--- src/rtl/multicycle_subtractor_pkg.sv ---
// subtractor_pkg: shared types and constants for the multicycle subtractor.
//   state_t     - controller states (IDLE, BUSY, DONE)
//   SLICE_W     - width of the shared look-ahead slice
//   slice_count - number of slices (compute cycles) for a given operand width
package subtractor_pkg;

  typedef enum logic [1:0] {
    IDLE = 2'd0,
    BUSY = 2'd1,
    DONE = 2'd2
  } state_t;

  localparam int SLICE_W = 4;

  function automatic int slice_count(input int width);
    return width / SLICE_W;
  endfunction

endpackage

--- src/rtl/multicycle_subtractor_if.sv ---
// multicycle_subtractor_if: operand and result handshakes of the subtractor.
//   Handshake rule (both sides): a transfer happens on a rising clock edge
//   where valid and ready are both 1. The source holds valid and its data
//   steady until that edge; ready may be asserted independently of valid.
//   Signals:
//     in_valid/in_ready      operand handshake
//     minuend/subtrahend     WIDTH-bit unsigned operands
//     borrow_in              incoming borrow
//     out_valid/out_ready    result handshake
//     difference/borrow_out  result
//     zero/overflow          result flags (only with SUBTRACTOR_FLAGS_EN)
//   Modports: master = operand producer / result consumer, slave = subtractor.
interface multicycle_subtractor_if #(
  parameter int WIDTH = 16
);

  logic             in_valid;
  logic             in_ready;
  logic [WIDTH-1:0] minuend;
  logic [WIDTH-1:0] subtrahend;
  logic             borrow_in;
  logic             out_valid;
  logic             out_ready;
  logic [WIDTH-1:0] difference;
  logic             borrow_out;
`ifdef SUBTRACTOR_FLAGS_EN
  logic             zero;
  logic             overflow;
`endif

  modport master (
    output in_valid, minuend, subtrahend, borrow_in, out_ready,
    input  in_ready, out_valid, difference, borrow_out
`ifdef SUBTRACTOR_FLAGS_EN
    , input zero, overflow
`endif
  );

  modport slave (
    input  in_valid, minuend, subtrahend, borrow_in, out_ready,
    output in_ready, out_valid, difference, borrow_out
`ifdef SUBTRACTOR_FLAGS_EN
    , output zero, overflow
`endif
  );

endinterface

--- src/rtl/multicycle_subtractor_borrow_lookahead_4bit.sv ---
// borrow_lookahead_4bit: combinational 4-bit subtract slice with borrow
// look-ahead.
//   a, b : slice operands (computes a - b - bin)
//   bin  : borrow into bit 0
//   d    : slice difference
//   bout : borrow out of bit 3
module borrow_lookahead_4bit (
  input  logic [3:0] a,
  input  logic [3:0] b,
  input  logic       bin,
  output logic [3:0] d,
  output logic       bout
);

  logic [3:0] g;
  logic [3:0] p;
  logic [4:0] c;

  // g: this bit generates a borrow; p: this bit passes the incoming borrow.
  assign g = ~a & b;
  assign p = ~(a ^ b);

  // Every borrow is expanded back to bin so no bit waits on its neighbour.
  assign c[0] = bin;
  assign c[1] = g[0] | (p[0] & bin);
  assign c[2] = g[1] | (p[1] & g[0]) | (p[1] & p[0] & bin);
  assign c[3] = g[2] | (p[2] & g[1]) | (p[2] & p[1] & g[0])
              | (p[2] & p[1] & p[0] & bin);
  assign c[4] = g[3] | (p[3] & g[2]) | (p[3] & p[2] & g[1])
              | (p[3] & p[2] & p[1] & g[0]) | (p[3] & p[2] & p[1] & p[0] & bin);

  assign d    = a ^ b ^ c[3:0];
  assign bout = c[4];

endmodule

--- src/rtl/multicycle_subtractor.sv ---
// multicycle_subtractor: computes minuend - subtrahend - borrow_in one 4-bit
// slice per clock through a single shared borrow_lookahead_4bit.
//   clk       rising-edge clock
//   rst_n     asynchronous active-low reset
//   bus       slave side of multicycle_subtractor_if (operands in, result out)
//   state_dbg current controller state
// Optional macro SUBTRACTOR_FLAGS_EN adds the zero and overflow flags.
module multicycle_subtractor
  import subtractor_pkg::*;
#(
  parameter int WIDTH = 16
) (
  input  logic                    clk,
  input  logic                    rst_n,
  multicycle_subtractor_if.slave  bus,
  output state_t                  state_dbg
);

  localparam int SLICES = slice_count(WIDTH);
  localparam int KW     = (SLICES > 1) ? $clog2(SLICES) : 1;
  localparam logic [KW-1:0] LAST_K = KW'(SLICES - 1);

  state_t           state;
  logic [KW-1:0]    k;
  logic [WIDTH-1:0] a_q;
  logic [WIDTH-1:0] b_q;
  logic [WIDTH-1:0] diff_q;
  logic [WIDTH-1:0] diff_next;
  logic             borrow_q;
  logic             borrow_out_q;
  logic             in_ready_q;
  logic             out_valid_q;

  logic [SLICE_W-1:0] a_s;
  logic [SLICE_W-1:0] b_s;
  logic [SLICE_W-1:0] d_s;
  logic               bout_s;

  assign a_s = a_q[k*SLICE_W +: SLICE_W];
  assign b_s = b_q[k*SLICE_W +: SLICE_W];

  borrow_lookahead_4bit u_slice (
    .a    (a_s),
    .b    (b_s),
    .bin  (borrow_q),
    .d    (d_s),
    .bout (bout_s)
  );

  // Result register with the current slice merged in; on the last slice this
  // is the final difference, which the zero flag needs in the same edge.
  always_comb begin
    diff_next = diff_q;
    diff_next[k*SLICE_W +: SLICE_W] = d_s;
  end

`ifdef SUBTRACTOR_FLAGS_EN
  logic zero_q;
  logic overflow_q;
`endif

  always_ff @(posedge clk or negedge rst_n) begin
    if (!rst_n) begin
      state        <= IDLE;
      k            <= '0;
      a_q          <= '0;
      b_q          <= '0;
      diff_q       <= '0;
      borrow_q     <= 1'b0;
      borrow_out_q <= 1'b0;
      in_ready_q   <= 1'b0;
      out_valid_q  <= 1'b0;
`ifdef SUBTRACTOR_FLAGS_EN
      zero_q       <= 1'b0;
      overflow_q   <= 1'b0;
`endif
    end else begin
      case (state)
        IDLE: begin
          // in_ready comes up one edge after reset release.
          in_ready_q <= 1'b1;
          if (bus.in_valid && in_ready_q) begin
            a_q        <= bus.minuend;
            b_q        <= bus.subtrahend;
            borrow_q   <= bus.borrow_in;
            k          <= '0;
            in_ready_q <= 1'b0;
            state      <= BUSY;
          end
        end
        BUSY: begin
          diff_q   <= diff_next;
          borrow_q <= bout_s;
          k        <= k + 1'b1;
          if (k == LAST_K) begin
            borrow_out_q <= bout_s;
            out_valid_q  <= 1'b1;
            state        <= DONE;
`ifdef SUBTRACTOR_FLAGS_EN
            zero_q     <= (diff_next == '0);
            overflow_q <= (a_q[WIDTH-1] != b_q[WIDTH-1]) && (d_s[SLICE_W-1] != a_q[WIDTH-1]);
`endif
          end
        end
        DONE: begin
          // in_ready rises with the result handshake, so the next accept is
          // at least one edge later.
          if (bus.out_ready) begin
            out_valid_q <= 1'b0;
            in_ready_q  <= 1'b1;
            state       <= IDLE;
          end
        end
        default: begin
          state       <= IDLE;
          in_ready_q  <= 1'b0;
          out_valid_q <= 1'b0;
        end
      endcase
    end
  end

  assign bus.in_ready   = in_ready_q;
  assign bus.out_valid  = out_valid_q;
  assign bus.difference = diff_q;
  assign bus.borrow_out = borrow_out_q;
`ifdef SUBTRACTOR_FLAGS_EN
  assign bus.zero       = zero_q;
  assign bus.overflow   = overflow_q;
`endif
  assign state_dbg      = state;

endmodule
--- src/flat_wrapper.sv ---
// flat-port wrapper written by rule: the top's interface ports become plain ports
module multicycle_subtractor_flat import subtractor_pkg::*;
#(
  parameter int WIDTH = 16
)
  (clk, rst_n, state_dbg, bus_in_valid, bus_minuend, bus_subtrahend, bus_borrow_in, bus_out_ready, bus_in_ready, bus_out_valid, bus_difference, bus_borrow_out);
  multicycle_subtractor_if #(.WIDTH(WIDTH)) bus_i ();
  input  logic clk;
  input  logic rst_n;
  output state_t state_dbg;
  input wire logic [$bits(bus_i.in_valid)-1:0] bus_in_valid;
  input wire logic [$bits(bus_i.minuend)-1:0] bus_minuend;
  input wire logic [$bits(bus_i.subtrahend)-1:0] bus_subtrahend;
  input wire logic [$bits(bus_i.borrow_in)-1:0] bus_borrow_in;
  input wire logic [$bits(bus_i.out_ready)-1:0] bus_out_ready;
  output wire logic [$bits(bus_i.in_ready)-1:0] bus_in_ready;
  output wire logic [$bits(bus_i.out_valid)-1:0] bus_out_valid;
  output wire logic [$bits(bus_i.difference)-1:0] bus_difference;
  output wire logic [$bits(bus_i.borrow_out)-1:0] bus_borrow_out;
  assign bus_i.in_valid = bus_in_valid;
  assign bus_i.minuend = bus_minuend;
  assign bus_i.subtrahend = bus_subtrahend;
  assign bus_i.borrow_in = bus_borrow_in;
  assign bus_i.out_ready = bus_out_ready;
  assign bus_in_ready = bus_i.in_ready;
  assign bus_out_valid = bus_i.out_valid;
  assign bus_difference = bus_i.difference;
  assign bus_borrow_out = bus_i.borrow_out;
  multicycle_subtractor #(.WIDTH(WIDTH)) u_core (.clk(clk), .rst_n(rst_n), .bus(bus_i), .state_dbg(state_dbg));
endmodule
--- config.mk ---
export PLATFORM = sky130hd
export DESIGN_NAME = multicycle_subtractor_flat
export DESIGN_NICKNAME = d
export VERILOG_FILES = /design/src/rtl/multicycle_subtractor_pkg.sv /design/src/rtl/multicycle_subtractor_if.sv /design/src/rtl/multicycle_subtractor_borrow_lookahead_4bit.sv /design/src/rtl/multicycle_subtractor.sv /design/src/flat_wrapper.sv
export SDC_FILE = /design/constraint.sdc
export NUM_CORES = 1
export LEC_CHECK = 0
export CORE_MARGIN = 3
export CORE_UTILIZATION = 45
export CTS_CLUSTER_SIZE = 14
export DETAILED_ROUTE_END_ITERATION = 8
export GPL_ROUTABILITY_DRIVEN = 0
export GPL_TIMING_DRIVEN = 0
export PLACE_DENSITY_LB_ADDON = 0.15
export RECOVER_POWER = 50
export SLEW_MARGIN = 5
export SYNTH_ARGS = -nofsm -noshare
export SYNTH_HDL_FRONTEND = slang
export SYNTH_SLANG_ARGS = --single-unit
--- constraint.sdc ---
create_clock -name clk -period 3.03 [get_ports clk]
set_input_delay 0.909 -clock clk [delete_from_list [all_inputs] [get_ports clk]]
set_output_delay 0.909 -clock clk [all_outputs]
set_load 0.005 [all_outputs]
==> results.toml <==
[synth]
synthArstFlopShare = 1.00
synth.area.top_cells = "dfrtp_1 (54%), mux2_2 (14%), mux4_2 (7.0%)"
post_synth_instance_area_sq_um = 2570
yosysSeqAreaShare = 0.544
ys_warn_count = 0
syn-instance-count = 196
ys_types = 34
yosysMostFrequentCell = "dfrtp_1"
synth-main-ff-cell = "dfrtp_1"
synth-seq-cells = 56
synth_nets = 244
yosysTopAreaCellShare = 0.544
synth_area_per_cell_sq_um = 13.1
synth_edf_count = 0
yosys-top-cells-count = "dfrtp_1 (56), mux2_2 (33), nand2_1 (22), o21ai_0 (12)"
synth_top_cell_by_area = "dfrtp_1"

[power]
power_w = 0.00377
p_leak_nw = 1.47
ir_worst_vdd_mv = 0.571
p_per_area_nw_per_um2 = 1130

[placed_design]
io_buffers = 57
place_ws_ns = -0.104
hpwl_um = 3810

[timing]
tightest_slew_ns = 1.43
fin_ws_ns = 0.207
setup_viol = 0
final-hold-violation-count = 0
finalMaxSlewViolations = 0
fmax_mhz = 354
relSlewSlack = 0.0448
fin_crit_sh = 0.932
fin_crit_ns = 2.82
setup-tns-final_ns = 0
clock_skew_ns = 0.0111

[die]
start_util = 0.486
core_sq_um = 5300
die_h_um = 81.6
rows = 26
dieWidth_um = 81.6
pin_count = 58
dieArea_sq_um = 6670

[min_path]
hp-class = "reg2reg"

[cells_and_area]
fillers = 449
regArea_sq_um = 1400
multiInputGateArea_sq_um = 1110
diodes = 0
area_growth_pct = 29.7
drive_gt1_frac = 0.219
nets = 309

[clock_tree]
path_clk_slew_ns = 0.09
clkLatencyLatePin_ns = 0.30
max-clock-path-buffers = 2
cts_tree = "done"
cts-buffers-inserted = 5
cts.sinks = 56
h-tree-depth = 2
cts_setup_buffers = 0
cts_root_buffer = "clkbuf_8"

[worst_setup_path]
critPathKind = "reg2reg"
cp.arrival_ns = 3.06
startpoint_type = "flop"
end_kind = "flop"
worstPathMaxFanout = 10
r2r_slack_ns = 0.21
worstPathRequired_ns = 3.27

[routing]
vias_per_cell = 5.26
drt_iter0_markers = 77
drc = 0
ant_nets = 0
wl_per_cell_um = 15.5
routed_wl_um = 5110
vias = 1737
drt-pass1-iter-count = 4

[grt]
overflow = 0
track_usage = 0.176
antenna_found_initial = 0
grt_pass1_vias = 1812
grt_max_degree = 31
grt_pass1_wl_um = 8820

[run]
cap_violations = 0

[outcome]
outcome = "completed"
[sequential cells by signal, summed over array words and instances, names as in the netlist]
register and flops:
u_core.bus.out_valid 1, u_core.bus.in_ready 1, u_core.k 2, u_core.bus.borrow_out 1
u_core.bus.difference 16, u_core.borrow_q 1, u_core.a_q 16, u_core.b_q 16
u_core.state_dbg 2
[worst max-delay path, cell delays in order (launching register included)]
cell      delay, ns
dfrtp_1        0.55
clkbuf_4       0.34
mux4_2         0.56
ha_1           0.30
a211oi_1       0.24
nor2_1         0.10
o311ai_2       0.44
a22o_1         0.22
[layer usage]
layer / GRT usage / share of wire / vias to the layer above
li1: - / - / 834
met1: 0.238 / 0.47 / 857
met2: 0.288 / 0.47 / 41
met3: 0.0395 / 0.049 / 5
met4: 0.0465 / 0.011 / 0
met5: 0 / 0 / -
[placed cells by master, fill, tap and decap left out, types with 2 or more instances in the layout]
master,instances
clkdlybuf4s50_1,48
clkbuf_1,3
ha_1,10
o21ai_1,3
buf_2,4
a22o_1,4
mux2_2,33
dlygate4sd3_1,8
a21o_1,2
inv_1,10
dfrtp_1,56
a211oi_1,2
clkbuf_8,5
nand4_1,3
mux4_2,8
o21bai_1,2
o21ai_0,12
nand2_1,22
nor2_1,4
[path summary, 6_finish.rpt]
path,startpoint,to,cells after the start
min in group asynchronous,rst_n,u_core.a_q[0],1
max in group asynchronous,rst_n,u_core.b_q[12],2
max reg2reg,u_core.k[0],u_core.bus.difference[11],7
max,u_core.k[0],u_core.bus.difference[11],7
min,u_core.bus.difference[5],u_core.bus.difference[5],2
min reg2reg,u_core.bus.difference[5],u_core.bus.difference[5],2
[power by group]
group / total [W] / internal, W / switching (W)
Sequential: 0.00130 / 0.00109 / 0.000208
Clock: 0.000456 / 0.000238 / 0.000219
Combinational: 0.00202 / 0.00102 / 0.00100
Total: 0.00377 / 0.00235 / 0.00143
[cell type report]
type,count,area share
flip-flops and latches,56,0.420
multi-input cells,123,0.332
repair buffers,58,0.170
well taps,70,0.0262
clock buffers,5,0.0206
inverters,10,0.0112
plain buffers,7,0.0105
clock inverters,1,0.00899
[metrics by stage]
step	instance area (sq um)	utilization	hold WS (ns)	std cells
6_report	3340	0.630	0.484	330
5_1_grt	3340	0.630	0.513	330
4_1_cts	3350	0.633	0.494	330
3_5_place_dp	3250	0.613	0.472	324
3_3_place_gp	3230	0.610	0.469	323
2_1_floorplan	2570	-	0.473	196
[logic make-up (layout without fill, tap and decap cells)]
logic type,after synthesis,after routing,share of synthesized area
compound gates,30,30,0.0758
xor+xnor,1,1,0.00340
fa+ha+maj,11,11,0.0564
buf+inv,17,81,0.0277
flops,56,56,0.544
mux,41,41,0.214
simple gates,40,40,0.0782
[timing repair]
action / CTS / global route
setup endpoints to repair: 4 / 6
gates resized for setup: 1 / 1
hold buffers: 0 / 0
pin swaps: 0 / 0
(Power assumes the default switching activity.)
